File: src/rtl/dfr_reservoir_sequencer_if.sv
// dfr_reservoir_sequencer_if: controller-to-sequencer strobes, run lengths and the sequencer's status/address outputs.
interface dfr_reservoir_sequencer_if #(
  parameter int ADDR_WIDTH = 32,
  parameter int SAMPLE_WIDTH = 16,
  parameter int VIRTUAL_NODES = 10,
  parameter int NODE_WIDTH = $clog2(VIRTUAL_NODES)
);
  logic reservoir_rst;
  logic reservoir_en;
  logic reservoir_history_en;
  logic sample_cntr_rst;
  logic [SAMPLE_WIDTH-1:0] num_init_samples;
  logic [SAMPLE_WIDTH-1:0] num_samples;
  logic reservoir_init_busy;
  logic reservoir_busy;
  logic reservoir_filled;
  logic input_rd_en;
  logic [ADDR_WIDTH-1:0] input_addr;
  logic history_wr_en;
  logic [ADDR_WIDTH-1:0] history_addr;
  logic [NODE_WIDTH-1:0] node_cntr;
  logic [SAMPLE_WIDTH-1:0] sample_cntr;
  modport master (
    output reservoir_rst, reservoir_en, reservoir_history_en, sample_cntr_rst, num_init_samples, num_samples,
    input reservoir_init_busy, reservoir_busy, reservoir_filled, input_rd_en, input_addr,
    history_wr_en, history_addr, node_cntr, sample_cntr
  );
  modport slave (
    input reservoir_rst, reservoir_en, reservoir_history_en, sample_cntr_rst, num_init_samples, num_samples,
    output reservoir_init_busy, reservoir_busy, reservoir_filled, input_rd_en, input_addr,
    history_wr_en, history_addr, node_cntr, sample_cntr
  );
endinterface

File: src/rtl/dfr_reservoir_sequencer.sv
// dfr_reservoir_sequencer: steps virtual nodes and samples through warm-up and recorded run, emitting memory strobes/addresses.
module dfr_reservoir_sequencer #(
  parameter int ADDR_WIDTH = 32,
  parameter int SAMPLE_WIDTH = 16,
  parameter int VIRTUAL_NODES = 10,
  parameter int NODE_WIDTH = $clog2(VIRTUAL_NODES)
) (
  input logic clk,
  input logic rst,
  dfr_reservoir_sequencer_if.slave bus
);
  localparam logic [1:0] IDLE = 2'd0, INIT = 2'd1, RUN = 2'd2, DONE = 2'd3;
  logic [1:0] state;
  logic [SAMPLE_WIDTH-1:0] init_lat, num_lat, sample;
  logic [NODE_WIDTH-1:0] node;
  logic [ADDR_WIDTH-1:0] haddr;
  logic fill_flag, init_busy, busy, adv, wr, node_last;
  // Higher-priority strobes suppress the advance, so an aborted cycle never writes history.
  always_comb begin
    init_busy = state == INIT && sample < init_lat;
    busy = state == INIT || (state == RUN && sample < num_lat);
    adv = bus.reservoir_en && busy && !bus.reservoir_rst && !bus.sample_cntr_rst;
    wr = adv && bus.reservoir_history_en && state == RUN;
    node_last = node == NODE_WIDTH'(VIRTUAL_NODES - 1);
  end
  assign bus.reservoir_init_busy = init_busy;
  assign bus.reservoir_busy = busy;
  assign bus.reservoir_filled = state == RUN && fill_flag;
  assign bus.input_rd_en = bus.reservoir_en && busy;
  assign bus.input_addr = ADDR_WIDTH'(sample) + (state == RUN ? ADDR_WIDTH'(init_lat) : '0);
  assign bus.history_wr_en = wr;
  assign bus.history_addr = haddr;
  assign bus.node_cntr = node;
  assign bus.sample_cntr = sample;
  always_ff @(posedge clk or posedge rst) begin
    if (rst) begin
      state <= IDLE;
      init_lat <= '0;
      num_lat <= '0;
      sample <= '0;
      node <= '0;
      haddr <= '0;
      fill_flag <= 1'b0;
    end else if (bus.reservoir_rst) begin
      state <= INIT;
      init_lat <= bus.num_init_samples;
      num_lat <= bus.num_samples;
      sample <= '0;
      node <= '0;
      haddr <= '0;
      fill_flag <= 1'b0;
    end else if (bus.sample_cntr_rst) begin
      sample <= '0;
      node <= '0;
      if (state == INIT && !init_busy) state <= RUN;
    end else begin
      if (adv) begin
        node <= node_last ? '0 : node + 1'b1;
        if (node_last) begin
          sample <= sample + 1'b1;
          fill_flag <= 1'b1;
        end
      end
      if (wr) haddr <= haddr + 1'b1;
      if (state == RUN && !busy) state <= DONE;
    end
  end
endmodule

File: src/flat_wrapper.sv
// flat-port wrapper written by rule: the top's interface ports become plain ports
module dfr_reservoir_sequencer_flat 
#(
  parameter int ADDR_WIDTH = 32,
  parameter int SAMPLE_WIDTH = 16,
  parameter int VIRTUAL_NODES = 10,
  parameter int NODE_WIDTH = $clog2(VIRTUAL_NODES)
)
  (clk, rst, bus_reservoir_rst, bus_reservoir_en, bus_reservoir_history_en, bus_sample_cntr_rst, bus_num_init_samples, bus_num_samples, bus_reservoir_init_busy, bus_reservoir_busy, bus_reservoir_filled, bus_input_rd_en, bus_input_addr, bus_history_wr_en, bus_history_addr, bus_node_cntr, bus_sample_cntr);
  dfr_reservoir_sequencer_if #(.ADDR_WIDTH(ADDR_WIDTH), .SAMPLE_WIDTH(SAMPLE_WIDTH), .VIRTUAL_NODES(VIRTUAL_NODES), .NODE_WIDTH(NODE_WIDTH)) bus_i ();
  input logic clk;
  input logic rst;
  input wire logic [$bits(bus_i.reservoir_rst)-1:0] bus_reservoir_rst;
  input wire logic [$bits(bus_i.reservoir_en)-1:0] bus_reservoir_en;
  input wire logic [$bits(bus_i.reservoir_history_en)-1:0] bus_reservoir_history_en;
  input wire logic [$bits(bus_i.sample_cntr_rst)-1:0] bus_sample_cntr_rst;
  input wire logic [$bits(bus_i.num_init_samples)-1:0] bus_num_init_samples;
  input wire logic [$bits(bus_i.num_samples)-1:0] bus_num_samples;
  output wire logic [$bits(bus_i.reservoir_init_busy)-1:0] bus_reservoir_init_busy;
  output wire logic [$bits(bus_i.reservoir_busy)-1:0] bus_reservoir_busy;
  output wire logic [$bits(bus_i.reservoir_filled)-1:0] bus_reservoir_filled;
  output wire logic [$bits(bus_i.input_rd_en)-1:0] bus_input_rd_en;
  output wire logic [$bits(bus_i.input_addr)-1:0] bus_input_addr;
  output wire logic [$bits(bus_i.history_wr_en)-1:0] bus_history_wr_en;
  output wire logic [$bits(bus_i.history_addr)-1:0] bus_history_addr;
  output wire logic [$bits(bus_i.node_cntr)-1:0] bus_node_cntr;
  output wire logic [$bits(bus_i.sample_cntr)-1:0] bus_sample_cntr;
  assign bus_i.reservoir_rst = bus_reservoir_rst;
  assign bus_i.reservoir_en = bus_reservoir_en;
  assign bus_i.reservoir_history_en = bus_reservoir_history_en;
  assign bus_i.sample_cntr_rst = bus_sample_cntr_rst;
  assign bus_i.num_init_samples = bus_num_init_samples;
  assign bus_i.num_samples = bus_num_samples;
  assign bus_reservoir_init_busy = bus_i.reservoir_init_busy;
  assign bus_reservoir_busy = bus_i.reservoir_busy;
  assign bus_reservoir_filled = bus_i.reservoir_filled;
  assign bus_input_rd_en = bus_i.input_rd_en;
  assign bus_input_addr = bus_i.input_addr;
  assign bus_history_wr_en = bus_i.history_wr_en;
  assign bus_history_addr = bus_i.history_addr;
  assign bus_node_cntr = bus_i.node_cntr;
  assign bus_sample_cntr = bus_i.sample_cntr;
  dfr_reservoir_sequencer #(.ADDR_WIDTH(ADDR_WIDTH), .SAMPLE_WIDTH(SAMPLE_WIDTH), .VIRTUAL_NODES(VIRTUAL_NODES), .NODE_WIDTH(NODE_WIDTH)) u_core (.clk(clk), .rst(rst), .bus(bus_i));
endmodule
File: config.mk
export PLATFORM = sky130hd
export DESIGN_NAME = dfr_reservoir_sequencer_flat
export DESIGN_NICKNAME = d
export VERILOG_FILES = /design/src/rtl/dfr_reservoir_sequencer_if.sv /design/src/rtl/dfr_reservoir_sequencer.sv /design/src/flat_wrapper.sv
export SDC_FILE = /design/constraint.sdc
export NUM_CORES = 1
export LEC_CHECK = 0
export CORE_MARGIN = 2
export CORE_UTILIZATION = 47
export DETAILED_ROUTE_END_ITERATION = 12
export PLACE_DENSITY = 0.78
export SKIP_LAST_GASP = 1
export SYNTH_ARGS = -nofsm -noshare
export SYNTH_HDL_FRONTEND = slang
export SYNTH_SLANG_ARGS = --single-unit
File: constraint.sdc
create_clock -name clk -period 3.46 [get_ports clk]
set_clock_uncertainty 0.05 [all_clocks]
set_input_delay 0.692 -clock clk [delete_from_list [all_inputs] [get_ports clk]]
set_output_delay 0.692 -clock clk [all_outputs]
set_load 0.05 [all_outputs]
Yosys cells after proc, flatten, opt, wreduce, memory -nomap -nowiden
Index checks and enable logic that the tools add are counted.
{"block": "totals", "word_cells": 63, "out_inout_bits": 89, "input_bits": 38, "reg_bits": 87}
{"block": "op_classes", "add_sub_neg": 4, "order_cmp": 2, "eq_ne": 5, "muxes": 20, "reduce_logical": 25}
{"operator": "32-bit 2-to-1 mux", "count": 3}
{"operator": "16-bit 2-to-1 mux", "count": 5}
{"operator": "16-bit by 32-bit adder with 32-bit output", "count": 1}
{"operator": "32-bit by 1-bit adder with 32-bit output, second input constant", "count": 1}
{"operator": "16-bit < comparator", "count": 2}
{"operator": "16-bit by 1-bit adder with 16-bit output, second input constant", "count": 1}
{"operator": "4-bit 2-to-1 mux", "count": 4}
{"operator": "1-bit logical AND", "count": 10}
{"operator": "3-bit nonzero test", "count": 3}
{"operator": "2-bit 2-to-1 mux", "count": 4}
{"operator": "2-bit AND reduction", "count": 3}
{"operator": "2-bit nonzero test", "count": 3}
{"operator": "4-bit by 1-bit adder with 4-bit output, second input constant", "count": 1}
{"operator": "4-bit equality test, second input constant", "count": 1}
{"operator": "1-bit zero test", "count": 4}
{"operator": "1-bit 2-to-1 mux", "count": 4}
{"operator": "3-bit by 2-bit inequality test with 1-bit output, second input constant", "count": 1}
{"operator": "3-bit AND reduction", "count": 1}
{"operator": "2-bit by 1-bit equality test with 1-bit output, second input constant", "count": 1}
{"operator": "2-bit equality test, second input constant", "count": 1}
{"operator": "2-bit inequality test, second input constant", "count": 1}
{"operator": "1-bit logical OR", "count": 1}

Longest topological paths before layout
Gate-level depths: netlist (run 1).
{"block": "logic_depth", "ltp_word": 11, "depth_mapped": 12, "depth_no_buf": 11}

Worst setup path before layout (run 1)
OpenSTA, ideal clock, no wires.
{"block": "synth_path", "path_type": "reg-to-output", "startpoint": "register u_core.sample[0] (netlist: u_core.bus.sample_cntr[0])", "endpoint": "output port bus_input_addr[16]", "path_buffers": 0, "slack_ns": -0.585, "path_stages_with_launch": 10, "required_time_ns": 2.718, "arrival_time_ns": 3.303, "cell_sequence": "dfrtp_1 > ha_1 > inv_1 > fa_1 > nand2b_1 > or4b_1 > a2111oi_2 > o21ai_1 > a41oi_1 > o21ai_0"}
{"block": "synth_between", "elab_chain_cells": 1}
{"item": "from (decl)", "line_no": "dfr_reservoir_sequencer.sv:14", "source": "logic [SAMPLE_WIDTH-1:0] init_lat, num_lat, sample;"}
{"item": "from (signal assigned)", "line_no": "dfr_reservoir_sequencer.sv:60", "source": "sample <= sample + 1'b1;"}
{"item": "16-bit by 32-bit adder with 32-bit output", "line_no": "dfr_reservoir_sequencer.sv:30", "source": "assign bus.input_addr = ADDR_WIDTH'(sample) + (state == RUN ? ADDR_WIDTH'(init_lat) : '0);"}
{"item": "to (decl)", "line_no": "flat_wrapper.sv:23", "source": "output wire logic [$bits(bus_i.input_addr)-1:0] bus_input_addr;"}
No other way between the ends.

Worst setup path after layout (run 1)
{"block": "layout_path", "startpoint": "register u_core.state[1]", "endpoint": "output port bus_input_addr[14]"}
{"block": "layout_between", "elab_chain_cells": 3}
{"item": "from (decl)", "line_no": "dfr_reservoir_sequencer.sv:13", "source": "logic [1:0] state;"}
{"item": "from (signal assigned)", "line_no": "dfr_reservoir_sequencer.sv:37", "source": "state <= IDLE;"}
{"item": "from (signal assigned)", "line_no": "dfr_reservoir_sequencer.sv:45", "source": "state <= INIT;"}
{"item": "from (signal assigned)", "line_no": "dfr_reservoir_sequencer.sv:55", "source": "if (state == INIT && !init_busy) state <= RUN;"}
{"item": "2-bit equality test", "line_no": "dfr_reservoir_sequencer.sv:30"}
{"item": "16-bit 2-to-1 mux", "line_no": "dfr_reservoir_sequencer.sv:30"}
{"item": "16-bit by 32-bit adder with 32-bit output", "line_no": "dfr_reservoir_sequencer.sv:30"}
No other way between the ends.

==> key figures, run 1 <==
Setup path
  – R2R cell count: 8
  – CP endpoint kind: output port
  – Worst path slowest cell: a2111oi_4
  – Worst EP arrival: 3150 ps
  – Worst EP required: 2720 ps
  – Max stage delay on crit path: 410 ps
  – Critical Path Fanout Max: 5
  – CP cell instances: buf_4 -> buf_6 -> inv_6 -> buf_6 -> nor3_1 -> ha_1 -> nor3_2 -> nor2_2 -> a2111oi_4 -> o21ai_2 -> a41oi_2 -> buf_6 -> xnor2_4 -> buf_12
  – Setup slack, reg-to-reg: 470 ps
  – Worst flop-to-flop path startpoint: u_core.bus.sample_cntr[7]
  – Worst setup SP type: flop
  – Worst Setup Path Type: flop to output port
  – R2r endpoint: u_core.bus.sample_cntr[5]
  – CP most frequent cell: buf_6

Floorplan
  – Core area: 12,520 µm²
  – Die Footprint: 13,590 µm²
  – Std-Cell Rows: 41
  – Initial Utilization: 47.60%
  – Die height: 116.6 µm
  – Width of the chip: 116.6 µm
  – IO Pins: 127

Routing
  – Routed wl met2: 9.388 mm
  – First DRT Iteration DRCs: 482
  – Met3 wire length: 1.230 mm
  – Vias: 6,084
  – Post-DR vias/cell: 5.890
  – Antenna-violating nets left: 0
  – Routed len/inst: 18.18 µm
  – Routed WL: 18.78 mm
  – 1st-pass router iterations: 5
  – Highest metal layer with signal wires: met4
  – DRC Markers: 0
  – Met1 Wirelength: 7.448 mm

STA
  – Period Utilization, post-route: 112.5%
  – Final setup margin: -433.9 ps
  – Final setup fails: 11
  – Fin. max-slew vios: 0
  – Unrepaired setup endpoints after global routing: yes
  – Min Tclk post-route: 3894 ps
  – Tightest Pin Transition: 1010 ps
  – Final Hold Viols: 0
  – Achievable Freq: 256.8 MHz
  – Slew headroom: 32.65%

Logic synthesis
  – Yosys top cell area share: 36.54%
  – Dominant cell type by area after synthesis: dfrtp_1
  – Top post-synthesis cells by area: dfrtp_1 37%, ha_1 10%, o21ai_0 5.5%, nand2_1 5.1%, a21oi_1 4.9%
  – Post-synth EDFFs: 0
  – Synthesized cell area: 5958 µm²
  – Synth Warn #: 0
  – Count of different cell masters after synthesis: 56
  – #FFs+latches synth: 87
  – Gate count of the mapped netlist: 691
  – Share of the yosys chip area belonging to registers: 36.54%
  – Asr flop ratio synth: 100.0%
  – Ys flop type: dfrtp_1
  – Mapped Avg Cell Area: 8.623 µm²

Clocking
  – CTS sink cnt: 87
  – Worst-Skew Late Latency: 350 ps
  – H-tree depth: 3
  – CTS root buf: clkbuf_16
  – Clock-pin slew on the worst setup and hold paths: 60 ps
  – CTS Buffer Depth: 2
  – CTS buffer count: 9
  – CTS tree: done

GRT
  – Initial antenna violation count: 0
  – First-pass GRT wire length: 28.03 mm
  – Largest net degree at the start of global routing: 109
  – Grt ovf: 0
  – All-Layer GR Usage: 26.28%
  – Vias in the first global route: 5,718

Cells and area
  – Layout cells sized above 1: 20.79%
  – Post-route cell area: 8584 µm²
  – Antenna Cells: 0
  – Area Growth Syn to Fin: 44.08%
  – Non-Filler Instances: 1,033
  – Final net count: 945

Place
  – Dpl cell area: 7605 µm²
  – Port Buffers: 111
  – # placed instances: 980
  – DPL Wire Length: 12.02 mm
  – RePlAce Congestion: 0.9249

Pwr
  – Reported leakage power: 0.003765 µW
  – Worst vdd ir: 0.1991 mV
  – Total power: 2378 µW
  – Power per cell area: 277.1 nW/µm²

Worst hold path
  – WHS Endpoint: u_core.fill_flag
  – Cell depth of the worst hold path: 2
  – Hold Startpoint: u_core.fill_flag
  – HP Class: flop to flop

Run status
  – Outcome: finished with violations
  – Failing checks: negative setup slack

Job
  – Max Cap Violations: 0
==> sequential cells by signal (all words and copies together) (netlist names) <==
signal / flops
u_core.num_lat: 16
u_core.state: 2
u_core.bus.node_cntr: 4
u_core.bus.sample_cntr: 16
u_core.bus.history_addr: 32
u_core.init_lat: 16
u_core.fill_flag: 1
==> cells in the mapped netlist (5+ instances only) <==
library cell / count
nor3_1: 21
inv_1: 49
dfrtp_1: 87
nor2b_1: 7
ha_1: 50
nand2_1: 81
xnor2_1: 11
buf_4: 15
o211ai_1: 6
o21ai_0: 65
or4_1: 16
mux2i_1: 9
clkbuf_1: 20
nand3_1: 22
nor2_1: 18
and4_1: 9
nand2b_1: 8
o31ai_1: 12
and2_1: 6
nand4_1: 19
a211oi_1: 5
a2111o_1: 7
a21o_1: 11
or3_1: 19
a21oi_1: 58
buf_2: 5
==> routing by layer <==
layer	vias up	global-route usage, %
met5	-	0
met4	0	12.00
met3	64	4.463
met2	269	43.53
met1	2933	33.84
li1	2818	-
==> critical path: cells and delay by family, from the launching register on <==
kind                       cells  cell delay, ps
buffers and inverters          6             680
DFF                            1             340
AOI/OAI and AO/OA              3             730
xor gates and xnor gates       1             120
adders and majority gates      1             360
and+or+nand+nor                3             580
==> cell usage in the layout, fill, tap and decap left out, types with 5 or more instances in the layout <==
master,n
xnor2_1,5
nand2b_1,7
and4_1,9
nand3_1,20
inv_1,45
clkdlybuf4s50_1,90
buf_6,9
mux2i_1,9
o31ai_1,12
or4_1,16
a2111o_1,7
ha_1,43
clkbuf_16,9
nand2_1,78
nor2_1,14
o211ai_1,6
buf_12,17
or3_1,19
a21o_1,11
a21oi_1,54
o21ai_0,63
conb_1,15
nor3_1,14
dfrtp_1,86
buf_4,66
nand4_1,19
nor2b_1,7
==> worst max path at each step <==
| stage | startpoint | slack (ps) | depth (start not counted) | endpoint |
|---|---|---|---|---|
| CTS | u_core.state[1] | -460 | 13 | bus_input_addr[14] |
| finish | u_core.state[1] | -430 | 14 | bus_input_addr[14] |
| global placement | u_core.state[1] | -110 | 13 | bus_input_addr[14] |
| detailed placement | u_core.state[1] | -200 | 13 | bus_input_addr[14] |
| floorplan | u_core.state[1] | -9 | 11 | bus_input_addr[16] |
| global route | u_core.state[1] | -550 | 14 | bus_input_addr[14] |
==> per-stage QoR <==
stage | TNS, ps | utilization (%) | hold WS, ps | setup slack [ps]
global placement | -198.5 | 60.76 | 441.5 | -114.3
detailed placement | -442.9 | 60.76 | 447.1 | -201.0
finish | -2885 | 68.58 | 475.8 | -433.9
global route | -4068 | 68.58 | 510.4 | -553.7
CTS | -2117 | 66.08 | 467.5 | -460.5
floorplan | -8.914 | - | 413.7 | -8.914
==> kinds of logic after synthesis <==
family          after synthesis  synth area share, %
xor+xnor                     15                2.205
simple gates                240                21.19
compound gates              192                20.18
buf+inv                      93                6.909
other cells                   1              0.06294
fa+ha+maj                    51                10.84
mux                          12                2.079
flops                        87                36.54
==> report_power, final <==
group          switching [µW]  internal (µW)  total, µW  leakage, µW
sequential               12.2           1050       1060      0.00115
combinational             169           86.7        256      0.00246
clock                     421            638       1060     0.000157
==> cell type report <==
| class | instances | area [µm²] |
|---|---|---|
| multi-input cells | 525 | 3822 |
| well taps | 172 | 215.2 |
| fillers | 924 | 3933 |
| inverters | 49 | 190.2 |
| repair buffers | 184 | 1858 |
| clock buffers | 10 | 229.0 |
| flip-flops and latches | 87 | 2178 |
| clock inverters | 6 | 91.34 |
==> what timing repair did <==
item                                    CTS  global route
pin swaps                                15            24
hold buffers                              0             0
endpoints found under the setup margin   11            14
hold endpoints to repair                  0             0
gates resized for setup                  44            31
cloned                                    0             0
setup buffers                            22            16
(Power assumes the default switching activity.)
==> run 2: changes to the inputs <==
Settings changed: CELL_PAD_IN_SITES_DETAIL_PLACEMENT set to 2, CELL_PAD_IN_SITES_GLOBAL_PLACEMENT set to 2, CORE_MARGIN 2 to unset, CORE_UTILIZATION 47 to 28, PLACE_DENSITY 0.78 to unset, PLACE_DENSITY_LB_ADDON set to 0.1.
==> run 2 against run 1 <==
Wire length grew 25%. Die area up 61%. First-iteration DRC count shrank 79%. Clock-buffer cell count grew 1. Critical path depth is 1 lower. Sequential power is essentially flat. Setup slack got worse by 160 ps. Utilization is 26 points lower. Largest power group unchanged. Final area up 1.5%. The run still ends with negative setup slack left. Flip-flop and latch count unchanged. Final cell count grew 9.3%.
==> key figures, run 2 (synthesized netlist as in run 1, its figures left out) <==
Clocking
  – Worst-Skew Late Latency: 360 ps
  – H-tree depth: 3
  – CTS sink cnt: 87
  – Clock-pin slew on the worst setup and hold paths: 70 ps
  – CTS buffer count: 9
  – CTS tree: done
  – CTS root buf: clkbuf_16
  – CTS Buffer Depth: 2

GRT
  – Vias in the first global route: 6,466
  – First-pass GRT wire length: 34.99 mm
  – Initial antenna violation count: 0
  – All-Layer GR Usage: 20.48%
  – Grt ovf: 0
  – Largest net degree at the start of global routing: 69

Run status
  – Failing checks: negative setup slack
  – Outcome: finished with violations

Place
  – RePlAce Congestion: 0.9084
  – DPL Wire Length: 15.94 mm
  – Dpl cell area: 7840 µm²
  – # placed instances: 1,091
  – Port Buffers: 111

Routing
  – Antenna-violating nets left: 0
  – Routed len/inst: 20.83 µm
  – Vias: 5,976
  – Post-DR vias/cell: 5.293
  – Routed WL: 23.51 mm
  – DRC Markers: 0
  – First DRT Iteration DRCs: 102
  – 1st-pass router iterations: 4

STA
  – Period Utilization, post-route: 117.1%
  – Tightest Pin Transition: 736.0 ps
  – Final setup margin: -592.1 ps
  – Final Hold Viols: 0
  – Unrepaired setup endpoints after global routing: yes
  – Achievable Freq: 246.8 MHz
  – Fin. max-slew vios: 0
  – Min Tclk post-route: 4052 ps
  – Slew headroom: 50.93%
  – Final setup fails: 12

Setup path
  – Worst flop-to-flop path startpoint: u_core.bus.sample_cntr[7]
  – Worst EP required: 2720 ps
  – Critical Path Fanout Max: 2
  – CP startpoint: u_core.state[1]
  – Worst setup SP type: flop
  – Setup slack, reg-to-reg: 560 ps
  – Worst EP arrival: 3310 ps
  – Worst Setup Path Type: flop to output port
  – CP endpoint kind: output port

Pwr
  – Worst vdd ir: 0.2269 mV
  – Total power: 2300 µW
  – Reported leakage power: 0.003776 µW
  – Power per cell area: 264.0 nW/µm²

Floorplan
  – Width of the chip: 147.9 µm
  – Die height: 147.9 µm
  – Std-Cell Rows: 52
  – Initial Utilization: 28.98%
  – Core area: 20,560 µm²
  – IO Pins: 127
  – Die Footprint: 21,870 µm²

Worst hold path
  – HP Class: flop to flop
  – Hold Startpoint: u_core.fill_flag

Cells and area
  – Area Growth Syn to Fin: 46.24%
  – Antenna Cells: 0
  – Commonest non-fill, non-tap cell in the layout: clkdlybuf4s50_1
  – Storage element area: 2180 µm²
  – Area of the multi-input gates: 3834 µm²
  – Final net count: 943
  – Post-route cell area: 8713 µm²
  – Layout cells sized above 1: 20.02%
  – Final core utilization: 42.38%
  – Non-Filler Instances: 1,129
  – # fillers: 2,256
  – Max FFs per register: 32
  – Most frequent cells in the layout: 90 x clkdlybuf4s50_1, 85 x dfrtp_1, 79 x nand2_1

Job
  – Max Cap Violations: 0
run 2: area by class of cell:
class | instances | share of cell area (%)
Tap cell | 270 | 3.877
Multi-Input combinational cell | 525 | 44.00
Inverter | 49 | 2.240
Clock buffer | 11 | 2.786
Sequential cell | 87 | 25.01
Timing Repair Buffer | 182 | 21.61
Clock inverter | 5 | 0.4739
run 2: worst paths after layout:
check | depth (start not counted) | endpoint
setup / recovery | 13 | bus_input_addr[14]
hold / removal | 2 | u_core.fill_flag
setup reg to reg | 8 | u_core.bus.sample_cntr[14]
hold reg to reg | 2 | u_core.fill_flag
max in group asynchronous | 3 | u_core.init_lat[9]
min in group asynchronous | 2 | u_core.bus.node_cntr[1]
run 2: per-stage QoR:
stage / TNS (ps) / hold slack [ps] / worst slack, ps
detailed placement: -1261 / 443.7 / -405.0
CTS: -3222 / 463.1 / -616.9
global placement: -459.7 / 431.3 / -220.0
global route: -5022 / 502.2 / -669.7
finish: -4139 / 458.3 / -592.1
floorplan: -8.914 / 413.7 / -8.914
run 2: critical path, stage by stage (launching register included):
cell	delay, ps
dfrtp_1	400
nor2b_4	150
and2_4	140
ha_4	160
inv_2	70
fa_2	230
nand2b_4	140
or4b_4	480
a2111oi_4	440
o21ai_2	140
a41oi_2	180
buf_6	150
xnor2_4	120
buf_12	160
run 2: where the power goes:
part / switching (µW) / internal [µW]
Sequential: 12.9 / 1050
Clock: 455 / 513
Combinational: 179 / 89.6
run 2: timing repair:
action | 4_1_cts | 5_1_grt
setup endpoints to repair | 11 | 12
endpoints found under the hold margin | 0 | 0
pin swaps | 16 | 32
buffers inserted | 8 | 18
hold buffers | 0 | 0
resized for setup | 29 | 53
run 2: layer usage:
| layer | global-route usage (%) | vias to the layer above | routed length [µm] |
|---|---|---|---|
| li1 | - | 2802 | - |
| met5 | 0 | - | 0 |
| met1 | 25.11 | 3022 | 10020 |
| met2 | 36.93 | 114 | 12230 |
| met4 | 6.237 | 0 | 611 |
| met3 | 2.840 | 38 | 651 |
